## src/rtl/mpsoc_ahb3_pkg.sv

```systemverilog
// mpsoc_ahb3_pkg: shared AHB3-Lite encodings for masters and slaves
package mpsoc_ahb3_pkg;
   localparam logic [1:0] HTRANS_IDLE   = 2'b00;
   localparam logic [1:0] HTRANS_NONSEQ = 2'b10;
   localparam logic [2:0] HBURST_SINGLE = 3'b000;
   localparam logic [2:0] HSIZE_BYTE    = 3'b000;
   localparam logic [2:0] HSIZE_HWORD   = 3'b001;
   localparam logic [2:0] HSIZE_WORD    = 3'b010;
   localparam logic [2:0] HSIZE_DWORD   = 3'b011;
   localparam logic       HRESP_OKAY    = 1'b0;
   localparam logic       HRESP_ERROR   = 1'b1;
   localparam logic [3:0] HPROT_DEFAULT = 4'b0011;
endpackage

```

## src/rtl/mpsoc_ahb3_master.sv

```systemverilog
// mpsoc_ahb3_master: valid/ready request stream to pipelined AHB3-Lite SINGLE transfers
module mpsoc_ahb3_master
   import mpsoc_ahb3_pkg::*;
#(
   parameter int         PLEN      = 32,
   parameter int         XLEN      = 32,
   parameter logic [3:0] HPROT_VAL = HPROT_DEFAULT
) (
   input  logic            clk,
   input  logic            rst,
   input  logic            req_valid,
   output logic            req_ready,
   input  logic [PLEN-1:0] req_addr,
   input  logic [XLEN-1:0] req_wdata,
   input  logic            req_we,
   input  logic [2:0]      req_size,
   output logic            rsp_valid,
   output logic [XLEN-1:0] rsp_rdata,
   output logic            rsp_err,
   output logic            HSEL,
   output logic [PLEN-1:0] HADDR,
   output logic [XLEN-1:0] HWDATA,
   output logic            HWRITE,
   output logic [2:0]      HSIZE,
   output logic [2:0]      HBURST,
   output logic [3:0]      HPROT,
   output logic [1:0]      HTRANS,
   output logic            HMASTLOCK,
   input  logic            HREADY,
   input  logic [XLEN-1:0] HRDATA,
   input  logic            HRESP
);
   logic            a_valid, a_we, d_valid, d_we, err;
   logic [PLEN-1:0] a_addr;
   logic [2:0]      a_size;
   logic [XLEN-1:0] a_wdata, d_wdata;
   logic            advance, accept, done;

   assign advance   = HREADY & (HRESP == HRESP_OKAY);
   assign req_ready = ~rst & (~a_valid | advance);
   assign accept    = req_valid & req_ready;
   assign done      = d_valid & HREADY;

   assign HSEL      = a_valid;
   assign HADDR     = a_addr;
   assign HWRITE    = a_we;
   assign HSIZE     = a_size;
   assign HWDATA    = d_wdata;
   // HRESP feeds HTRANS directly so the address phase is withdrawn in the first ERROR cycle
   assign HTRANS    = (a_valid & ~HRESP & ~err) ? HTRANS_NONSEQ : HTRANS_IDLE;
   assign HBURST    = HBURST_SINGLE;
   assign HPROT     = HPROT_VAL;
   assign HMASTLOCK = 1'b0;

   always_ff @(posedge clk)
      if (rst) begin
         a_valid   <= 1'b0;
         a_we      <= 1'b0;
         a_addr    <= '0;
         a_size    <= '0;
         a_wdata   <= '0;
         d_valid   <= 1'b0;
         d_we      <= 1'b0;
         d_wdata   <= '0;
         err       <= 1'b0;
         rsp_valid <= 1'b0;
         rsp_err   <= 1'b0;
         rsp_rdata <= '0;
      end else begin
         err <= HRESP & ~HREADY;
         if (accept) begin
            a_valid <= 1'b1;
            a_addr  <= req_addr;
            a_we    <= req_we;
            a_size  <= req_size;
            a_wdata <= req_wdata;
         end else if (advance)
            a_valid <= 1'b0;
         if (advance) begin
            d_valid <= a_valid;
            d_we    <= a_we;
            d_wdata <= a_wdata;
         end else if (HRESP & HREADY)
            d_valid <= 1'b0;
         rsp_valid <= done;
         rsp_err   <= done & HRESP;
         rsp_rdata <= (done & ~HRESP & ~d_we) ? HRDATA : '0;
      end
endmodule

```

## config.mk

```make
export PLATFORM = sky130hd
export DESIGN_NAME = mpsoc_ahb3_master
export DESIGN_NICKNAME = d
export VERILOG_FILES = /design/src/rtl/mpsoc_ahb3_pkg.sv /design/src/rtl/mpsoc_ahb3_master.sv
export SDC_FILE = /design/constraint.sdc
export NUM_CORES = 1
export LEC_CHECK = 0
export ABC_AREA = 1
export BUFFER_PORTS_ARGS = -buffer_cell sky130_fd_sc_hd__clkbuf_2
export CORE_UTILIZATION = 43
export CTS_CLUSTER_DIAMETER = 40
export DETAILED_ROUTE_END_ITERATION = 10
export PLACE_DENSITY = 0.82
export SKIP_CTS_REPAIR_TIMING = 1
export SKIP_LAST_GASP = 1
export SLEW_MARGIN = 20
export SYNTH_ARGS = -nofsm -noshare
export SYNTH_HDL_FRONTEND = slang
export SYNTH_SLANG_ARGS = --single-unit
```

## constraint.sdc

```tcl
create_clock -name clk -period 1.2 [get_ports clk]
set_clock_uncertainty 0.15 [all_clocks]
set_input_delay 0.12 -clock clk [delete_from_list [all_inputs] [get_ports clk]]
set_output_delay 0.12 -clock clk [all_outputs]
set_load 0.01 [all_outputs]
```

# [After elaboration in Yosys (flattened, before gate mapping)]
# Index checks and enable logic that the tools add are counted.
[totals] regBits=138 word_cells=39 in_bits=105 output_inout_bits=114
[op_classes] bitwise_logic=19 n_reduce_logical=3 n_mux=5
[op_table] operator="$and A1 B1 Y1" n=11
[op_table] operator="$not A1 Y1" n=7
[op_table] operator="$mux W1" n=4
[op_table] operator="$reduce_bool A2 Y1" n=2
[op_table] operator="$mux W2" n=1
[op_table] operator="$reduce_or A2 Y1" n=1
[op_table] operator="$or A1 B1 Y1" n=1

# [Longest topological paths before layout]
# Gate-level depths: netlist of the first run.
[logic_depth] ltp_word=6 ltp_mapped=8 depth_no_buf=6

# [Worst setup path after synthesis of the first run]
# No wires, ideal clock.
[synth_timing] path_kind="reg-to-reg" start="register a_valid (netlist: HSEL)" end="register a_addr[12] (netlist: HADDR[12])" setup_time_ps=113 arrival_time_ps=946 path_buffers=2 required_time_ps=937 slack_ps=-9 path_stages_with_launch=6 synth_period_minus_slack_ps=1209 cell_sequence="dfxtp_1 -> nand2_4 -> buf_4 -> buf_4 -> nand4_1 -> nand2_1"
[synth_between] elab_chain_cells=4
[synth_rtl] element="start, declared" line="mpsoc_ahb3_master.sv:33" rtl="logic a_valid, a_we, d_valid, d_we, err;"
[synth_rtl] element="start signal, assigned" line="mpsoc_ahb3_master.sv:57" rtl="a_valid <= 1'b0;"
[synth_rtl] element="start signal, assigned" line="mpsoc_ahb3_master.sv:72" rtl="a_valid <= 1'b1;"
[synth_rtl] element="start signal, assigned" line="mpsoc_ahb3_master.sv:78" rtl="a_valid <= 1'b0;"
[synth_rtl] element="$not A1 Y1" line="mpsoc_ahb3_master.sv:40" rtl="assign req_ready = ~rst & (~a_valid | advance);"
[synth_rtl] element="$or A1 B1 Y1" line="mpsoc_ahb3_master.sv:40"
[synth_rtl] element="$and A1 B1 Y1" line="mpsoc_ahb3_master.sv:40"
[synth_rtl] element="$and A1 B1 Y1" line="mpsoc_ahb3_master.sv:41" rtl="assign accept = req_valid & req_ready;"
[synth_rtl] element="end signal, assigned" line="mpsoc_ahb3_master.sv:73" rtl="a_addr <= req_addr;"
[synth_rtl] element="end, declared" line="mpsoc_ahb3_master.sv:34" rtl="logic [PLEN-1:0] a_addr;"
# No other way between the ends.
# A chain may end at the register's enable or synchronous reset.

# [Worst setup path in the final report of the first run]
[layout_timing] start="register a_valid (netlist: HSEL)" end="output HTRANS[1]"
[layout_between] elab_chain_cells=3
[layout_rtl] element="$and A1 B1 Y1 (2 in series)" line="mpsoc_ahb3_master.sv:50" rtl="assign HTRANS = (a_valid & ~HRESP & ~err) ? HTRANS_NONSEQ : HTRANS_IDLE;"
[layout_rtl] element="$mux W2" line="mpsoc_ahb3_master.sv:50"
[layout_rtl] element="end, declared" line="mpsoc_ahb3_master.sv:27" rtl="output logic [1:0] HTRANS,"
# No other way between the ends.

==> flow_summary.json, run 1 <==
{
  "start_kind": "register",
  "die_h_um": 113,
  "power_density_mw_per_mm2": 1380,
  "synthToLayoutAreaGrowth_pct": 62.5,
  "drc": 0,
  "firstDrtPassIters": 5,
  "drt-initial-drc-count": 456,
  "final_util": 0.717,
  "hold_path_class": "in -> reg",
  "final_nets": 1147,
  "timing.rr.end": "HADDR[15]$_SDFFE_PP0P_",
  "vias": 5830,
  "io_pins": 219,
  "critPathMaxFanout": 3,
  "crit_path_end": "HTRANS[1]",
  "cp-end-kind": "primary output",
  "max_cap_viol_count": 0,
  "die_w_um": 113,
  "synth_flop_cell": "dfxtp_1",
  "cts_made_buffers": 17,
  "core-area_sq_mm": 0.0120,
  "synth_top_family_by_area": "simple AND/OR/NAND/NOR gates",
  "wl_per_cell_um": 15.1,
  "ys.warnings.count": 0,
  "synthArstFlopShare": 0,
  "reg2reg_slack_ps": -180,
  "clk_pin_slew_ps": 60,
  "syn_area_per_cell_sq_um": 7.32,
  "p_seq_frac": 0.420,
  "netlist_area_sq_mm": 0.00528,
  "finalHoldViolCount": 1,
  "diodes": 0,
  "muxShareOfSynthArea": 0,
  "hpwl_mm": 9.39,
  "switching_share": 0.249,
  "r2r_cells": 7,
  "setup_viol": 104,
  "finalMaxSlewViolations": 0,
  "routed_wl_mm": 18.1,
  "synth_seq_cells": 138,
  "synth_top_area_cell": "dfxtp_1",
  "ant_nets": 0,
  "synth_cell_types": 17,
  "grt_max_degree": 57,
  "cp_data_arrival_time_ps": 1160,
  "grt_pass1_vias": 4566,
  "core.rowCount": 40,
  "ir_drop_mv": 0.776,
  "r2r_start": "HSEL$_SDFFE_PP0P_",
  "clockPowerShare": 0.431,
  "io_buffers": 209,
  "clock_path_buffers": 2,
  "clock_latency_ps": 420,
  "status": "finished with violations",
  "postLayoutSetupSlackWorst_ps": -228,
  "synth-compound-area-share": 0.0351,
  "root_buffer": "clkbuf_16",
  "synth_edf_count": 0,
  "cts_tree": "done",
  "synth_xor_area_frac": 0,
  "p_sw_uw": 2960,
  "h-tree-depth": 4,
  "grt_usage": 0.218,
  "synth_top_area_share": 0.524,
  "ys_seq_area_frac": 0.524,
  "clock.fmax_mhz": 700,
  "post_drt_via_cell_ratio": 4.85,
  "post-route-period-util": 1.19,
  "synthSimpleGateAreaFrac": 0.307,
  "p_int_uw": 8910,
  "synth_area_leaders": "dfxtp_1 52%, nor2_1 12%, nand2_1 9.9%",
  "required_ps": 930,
  "failed_checks": "negative hold slack, negative setup slack",
  "synth_adder_area_share": 0,
  "hold_slack_ps": -9.02,
  "power.leakage_uw": 0.00442,
  "initial_core_util": 0.441,
  "drive_gt1_frac": 0.298,
  "critPathKind": "reg -> out",
  "overflow": 0,
  "gp_congestion": 0.776,
  "rsz0062_at_grt": "true",
  "grt_pass1_wl_mm": 21.5,
  "dieArea_sq_mm": 0.0127,
  "startpoint": "HSEL$_SDFFE_PP0P_",
  "antenna_found_initial": 0,
  "combPwrFrac": 0.149,
  "syn_inst": 721,
  "numClockSinks": 138,
  "fin_crit_ps": 1430
}
## cells in the final DEF, fill, tap and decap left out
| cell | count |
|---|---|
| a21oi_1 | 2 |
| a21oi_2 | 1 |
| buf_12 | 11 |
| buf_2 | 9 |
| buf_4 | 21 |
| buf_6 | 6 |
| bufinv_16 | 2 |
| clkbuf_1 | 4 |
| clkbuf_16 | 24 |
| clkbuf_2 | 196 |
| clkbuf_8 | 3 |
| clkinv_2 | 3 |
| clkinv_4 | 1 |
| clkinvlp_4 | 1 |
| conb_1 | 9 |
| dfxtp_1 | 128 |
| dfxtp_2 | 10 |
| dlygate4sd3_1 | 103 |
| inv_1 | 103 |
| inv_2 | 1 |
| nand2_1 | 120 |
| nand2_2 | 12 |
| nand2_4 | 8 |
| nand2_8 | 1 |
| nand3_4 | 2 |
| nand4_1 | 68 |
| nor2_1 | 167 |
| nor2_2 | 1 |
| nor2_4 | 1 |
| nor3_1 | 2 |
| o21ai_0 | 34 |
## cell type report
type,instances,area [sq um]
clock inverters,7,91.3
well taps,147,184
multi-input cells,428,1970
fillers,859,3390
flip-flops and latches,138,2780
clock buffers,24,482
repair buffers,353,2680
inverters,104,390
## per-stage QoR
step                      power, uW  cells  area, sq um  setup slack [ps]  setup TNS, ps
final                         11900   1201         8570              -228          -8980
after global routing          12300   1201         8570              -262         -14390
after CTS                     11400   1085         7140              -387           -787
after detailed placement       6330   1054         6570             -53.9          -1300
after global placement         6310   1054         6570             -32.4           -162
after floorplan                5760    728         5300              63.6              0
## worst max-delay path, cell delays in order (launching register included)
cell and delay [ps]:
dfxtp_2 330, buf_6 110, nand2_4 50, nor2_4 130
buf_6 120
## worst min path at each step
stage                     from                  endpoint  slack, ps  cells past startpoint
floorplan               HREADY            err$_SDFF_PP0_         50                      1
global placement    HRDATA[27]  rsp_rdata[27]$_SDFF_PP0_        170                      3
global route               rst      rsp_valid$_SDFF_PP0_        -10                      3
detailed placement  HRDATA[12]  rsp_rdata[12]$_SDFF_PP0_        170                      3
CTS                 HRDATA[30]  rsp_rdata[30]$_SDFF_PP0_       -260                      3
finish                     rst      rsp_valid$_SDFF_PP0_         -9                      3
## sequential cells by signal (all words and copies together) (netlist names)
name and cells:
d_we 1, a_wdata 32, rsp_valid 1, err 1
HSIZE 3, rsp_err 1, HWRITE 1, d_valid 1
HADDR 32, rsp_rdata 32, HWDATA 32, HSEL 1
## power by group through the flow
| stage | Combinational, uW | Sequential [uW] | Clock, uW |
|---|---|---|---|
| floorplan | 625 | 5130 | 0 |
| global placement | 1250 | 5060 | 0 |
| detailed placement | 1260 | 5070 | 0 |
| CTS | 1270 | 4970 | 5120 |
| global route | 1910 | 5010 | 5400 |
| finish | 1770 | 4980 | 5120 |
## cells in the mapped netlist (2+ instances only)
master    count
a21oi_1       3
buf_1         2
buf_2        20
buf_4        11
buf_6         3
clkbuf_1     23
conb_1        2
dfxtp_1     138
inv_1       104
nand2_1     139
nand4_1      68
nor2_1      169
nor3_1        2
o21ai_0      34
## layer usage
| metal | vias up | wire (um) | global-route usage |
|---|---|---|---|
| met1 | 2605 | 6830 | 0.249 |
| met2 | 327 | 9250 | 0.372 |
| met3 | 63 | 1420 | 0.0680 |
| met4 | 0 | 632 | 0.0996 |
| met5 | - | 0 | 0 |
| li1 | 2835 | - | - |
## kinds of logic after synthesis
family,count (synthesis)
and+or+nand+nor,381
buffers and inverters,163
DFF,138
AOI/OAI and AO/OA,37
other,2
Power figures use the tool's default switching activity.
==> run 2: changes to the inputs <==
--- a/config.mk
+++ b/config.mk
@@ -7,6 +7,7 @@
 export LEC_CHECK = 0
 export ABC_AREA = 1
 export BUFFER_PORTS_ARGS = -buffer_cell sky130_fd_sc_hd__clkbuf_2
+export CORE_ASPECT_RATIO = 0.75
 export CORE_UTILIZATION = 43
 export CTS_CLUSTER_DIAMETER = 40
 export DETAILED_ROUTE_END_ITERATION = 10
==> flow_summary.json, run 2 (synthesis results as in run 1) <==
{
  "routed_wl_mm": 17.9,
  "final.fill_count": 865,
  "root_buffer": "clkbuf_16",
  "h-tree-depth": 4,
  "vias": 5797,
  "power_density_mw_per_mm2": 1400,
  "dieArea_sq_mm": 0.0127,
  "p_int_uw": 9130,
  "r2r_cells": 7,
  "critPathMaxFanout": 8,
  "max_cap_viol_count": 0,
  "critPathSlowestCell": "dfxtp_2",
  "mostFrequentLayoutCell": "clkbuf_2",
  "r2r_start": "HSEL$_SDFFE_PP0P_",
  "io_buffers": 209,
  "failed_checks": "negative setup slack",
  "status": "finished with violations",
  "required_ps": 1350,
  "diodes": 0,
  "critical-path-max-stage-delay_ps": 320,
  "start_kind": "register",
  "multi_input_area_sq_mm": 0.00202,
  "reg2reg_slack_ps": -200,
  "initial_core_util": 0.448,
  "seq_area_sq_mm": 0.00278,
  "fin_crit_ps": 1400,
  "hold_path_class": "in -> reg",
  "design_area_sq_mm": 0.00872,
  "wl_per_cell_um": 14.7,
  "die_w_um": 130,
  "switching_share": 0.254,
  "setup_viol": 99,
  "cp-end-kind": "register",
  "gp_congestion": 0.748,
  "grt_pass1_wl_mm": 21.4,
  "drc": 0,
  "hpwl_mm": 8.96,
  "drive_gt1_frac": 0.317,
  "post_drt_via_cell_ratio": 4.78,
  "clockPowerShare": 0.446,
  "grt_max_degree": 70,
  "min_from": "rst",
  "ir_drop_mv": 0.975,
  "final_cell_mix": "201 x clkbuf_2, 166 x nor2_1, 128 x dfxtp_1, 104 x nand2_1",
  "ant_nets": 0,
  "cts_tree": "done",
  "firstDrtPassIters": 5,
  "critPathKind": "reg -> reg",
  "power.leakage_uw": 0.00447,
  "core.rowCount": 34,
  "clock_path_buffers": 2,
  "synthToLayoutAreaGrowth_pct": 65.3,
  "p_seq_frac": 0.408,
  "core-area_sq_mm": 0.0118,
  "final_nets": 1144,
  "min_to": "HADDR[21]$_SDFFE_PP0P_",
  "drt-initial-drc-count": 427,
  "clock_latency_ps": 410,
  "clock.fmax_mhz": 715,
  "io_pins": 219,
  "instances_no_fill": 1214,
  "antenna_found_initial": 0,
  "post-route-period-util": 1.17,
  "rsz0062_at_grt": "true",
  "combPwrFrac": 0.146,
  "crit_chain": "buf_4 > nand2_4 > nand3_4 > buf_12 > clkbuf_16 > nand2_1 > nand2_1",
  "overflow": 0,
  "cts_made_buffers": 17,
  "dp_worst_setup_slack_ps": -35.4,
  "timing.rr.end": "HADDR[6]$_SDFFE_PP0P_",
  "hold_depth": 5,
  "finalHoldViolCount": 0,
  "crit_top_cell": "nand2_1",
  "numClockSinks": 138,
  "placedInstanceArea_sq_mm": 0.00652,
  "grt_pass1_vias": 4553,
  "grt_usage": 0.216,
  "finalMaxSlewViolations": 0,
  "dp_cells": 1061,
  "postLayoutSetupSlackWorst_ps": -198,
  "cp_data_arrival_time_ps": 1550,
  "clk_pin_slew_ps": 60,
  "p_sw_uw": 3110,
  "die_h_um": 97.9
}
[run 2: cell types whose count changed in the layout (fill, tap and decap cells not counted), moves of 2 or more]
cell	previous run	this run
inv_6	0	3
buf_8	0	2
clkinvlp_4	1	3
buf_2	9	5
clkbuf_1	4	0
nand2_4	8	15
clkbuf_2	196	201
nand2_2	12	22
nand2_1	120	104
buf_4	21	14
buf_12	11	13
[run 2: metrics by stage]
step                hold WS (ps)  TNS, ps   util  total power [uW]
floorplan                   49.3        0      -              5760
detailed placement           171     -845  0.554              6310
global placement             169    -11.6  0.554              6280
finish                      8.01   -12090  0.740             12200
CTS                         -262     -635  0.606             11700
global route                19.5   -17560  0.740             12700
[run 2: routing by layer]
metal | vias up | global-route usage | routed length, um
met5 | - | 0 | 0
met4 | 0 | 0.0832 | 726
met3 | 65 | 0.0696 | 1350
met2 | 292 | 0.357 | 8720
met1 | 2602 | 0.260 | 7100
li1 | 2838 | - | -
[run 2: critical path, delay by kind of cell (launching register included)]
kind,cells,cell delay [ps]
buf+inv,3,470
flops,1,320
simple gates,4,340
[run 2: worst max path at each step]
stage	startpoint	endpoint	slack [ps]	cells past startpoint
after global routing	rst	rsp_rdata[24]$_SDFF_PP0_	-250	7
final	HSEL$_SDFFE_PP0P_	HADDR[6]$_SDFFE_PP0P_	-200	7
after detailed placement	HRESP	HADDR[9]$_SDFFE_PP0P_	-40	8
after CTS	HSEL$_SDFFE_PP0P_	req_ready	-290	3
after floorplan	HSEL$_SDFFE_PP0P_	HADDR[12]$_SDFFE_PP0P_	60	5
after global placement	rst	HADDR[6]$_SDFFE_PP0P_	-6	6
[run 2: area by class of cell]
type | instances | area share
Sequential cell | 138 | 0.318
Timing Repair Buffer | 351 | 0.311
Multi-Input combinational cell | 427 | 0.232
Clock buffer | 19 | 0.0519
Inverter | 104 | 0.0448
Tap cell | 162 | 0.0232
Clock inverter | 13 | 0.0191
[run 2: power groups by stage]
stage	combinational [uW]	sequential, uW	clock, uW
3_5_place_dp	1240	5070	0
6_report	1790	4980	5460
3_3_place_gp	1220	5060	0
4_1_cts	1250	4970	5510
2_1_floorplan	625	5130	0
5_1_grt	1950	5010	5770
==> run 3: changes to the inputs <==
==> constraint.sdc (replaced) <==
create_clock -name clk -period 1.1 [get_ports clk]
set_clock_uncertainty 0.15 [all_clocks]
set_input_delay 0.11 -clock clk [delete_from_list [all_inputs] [get_ports clk]]
set_output_delay 0.11 -clock clk [all_outputs]
set_load 0.01 [all_outputs]
==> flow_summary.json, run 3 (synthesis results as in run 1) <==
{
  "critPathMaxFanout": 8,
  "p_total_uw": 13700,
  "critPathKind": "in -> reg",
  "final_nets": 1143,
  "core.rowCount": 34,
  "clk_pin_slew_ps": 60,
  "cts_made_buffers": 17,
  "clockPowerShare": 0.445,
  "grt_max_degree": 41,
  "dp_worst_setup_slack_ps": -155,
  "required_ps": 1280,
  "finalHoldViolCount": 0,
  "grt_pass1_vias": 4683,
  "synthToLayoutAreaGrowth_pct": 75.5,
  "overflow": 0,
  "status": "finished with violations",
  "finalMaxSlewViolations": 0,
  "wl_per_cell_um": 17.3,
  "hold_depth": 4,
  "drt-initial-drc-count": 518,
  "setup_tns_ps": -22390,
  "ant_nets": 0,
  "clock.fmax_mhz": 731,
  "hold_path_class": "in -> reg",
  "io_pins": 219,
  "initial_core_util": 0.448,
  "cp-end-kind": "register",
  "firstDrtPassIters": 10,
  "cp_data_arrival_time_ps": 1540,
  "mostFrequentLayoutCell": "nor2_1",
  "gp_congestion": 0.825,
  "numClockSinks": 138,
  "post_drt_via_cell_ratio": 5.04,
  "p_int_uw": 10200,
  "placedInstanceArea_sq_mm": 0.00655,
  "setup_viol": 180,
  "clock_path_buffers": 2,
  "io_buffers": 209,
  "hpwl_mm": 9.66,
  "failed_checks": "design-rule violations, negative setup slack",
  "clock_latency_ps": 410,
  "dieArea_sq_mm": 0.0127,
  "diodes": 0,
  "power_density_mw_per_mm2": 1480,
  "switching_share": 0.257,
  "power.leakage_uw": 0.00453,
  "max_cap_viol_count": 0,
  "rsz0062_at_grt": "true",
  "start_kind": "primary input",
  "grt_pass1_wl_mm": 22.1,
  "die_h_um": 97.9,
  "final_cell_mix": "140 x nor2_1, 136 x nand2_1, 105 x clkbuf_2, 103 x inv_1, 102 x dlygate4sd3_1",
  "p_seq_frac": 0.403,
  "die_w_um": 130,
  "root_buffer": "clkbuf_16",
  "postLayoutSetupSlackWorst_ps": -268,
  "post-route-period-util": 1.24,
  "antenna_found_initial": 0,
  "core-area_sq_mm": 0.0118,
  "p_sw_uw": 3520,
  "design_area_sq_mm": 0.00926,
  "vias": 6110,
  "drive_gt1_frac": 0.387,
  "r2r_cells": 6,
  "fin_crit_ps": 1370,
  "routed_wl_mm": 20.9,
  "h-tree-depth": 4,
  "ir_drop_mv": 0.988,
  "drc": 1,
  "combPwrFrac": 0.152,
  "grt_usage": 0.223,
  "cts_tree": "done"
}
## run 3: cell count changes in the layout (fill, tap and decap cells not counted), sizes merged
cell	delta
clkbuf	-102
clkinvlp	-1
bufinv	+1
buf	+101
clkinv	+2
dlygate4sd3	-1
inv	-1
## run 3: per-stage QoR
| step | hold WS, ps | cells | utilization |
|---|---|---|---|
| CTS | -272 | 1099 | 0.609 |
| finish | 38.9 | 1213 | 0.786 |
| detailed placement | 160 | 1067 | 0.556 |
| floorplan | 39.3 | 728 | - |
| global placement | 159 | 1067 | 0.556 |
| global route | 53.6 | 1213 | 0.786 |
## run 3: layout make-up
cell class / count / area [sq um]
fill: 705 / 2530
tap: 162 / 203
clock inverter: 14 / 194
sequential: 138 / 2880
timing repair buffer: 350 / 3090
clock buffer: 18 / 429
multi-input combinational: 427 / 2080
inverter: 104 / 390
## run 3: critical path, cell delays in order
cell and delay [ps]:
clkbuf_2 120, dlygate4sd3_1 650, nand2_2 110, nor2_4 150
nand2_4 110, buf_8 170, nor2_1 130
## run 3: routing by layer
layer / vias to the layer above / GRT usage / routed length (um)
li1: 2827 / - / -
met1: 2778 / 0.253 / 7550
met2: 410 / 0.392 / 10500
met3: 95 / 0.0668 / 2020
met4: 0 / 0.0823 / 865
met5: - / 0 / 0
## run 3: worst paths after layout
kind                                 from                       end  slack [ps]
setup reg to reg        HSEL$_SDFFE_PP0P_  a_wdata[12]$_SDFFE_PP0P_        -240
hold reg to reg   HWDATA[27]$_SDFFE_PP0P_   HWDATA[27]$_SDFFE_PP0P_         330
hold / removal                        rst         HSEL$_SDFFE_PP0P_          40
setup / recovery                   HREADY   rsp_rdata[0]$_SDFF_PP0_        -270
## run 3: power groups by stage
stage	Clock, uW	Sequential, uW	Combinational (uW)
final	6090	5520	2090
after global routing	6400	5550	2250
after CTS	6120	5430	1370
after detailed placement	0	5530	1360
after global placement	0	5520	1340
after floorplan	0	5600	687
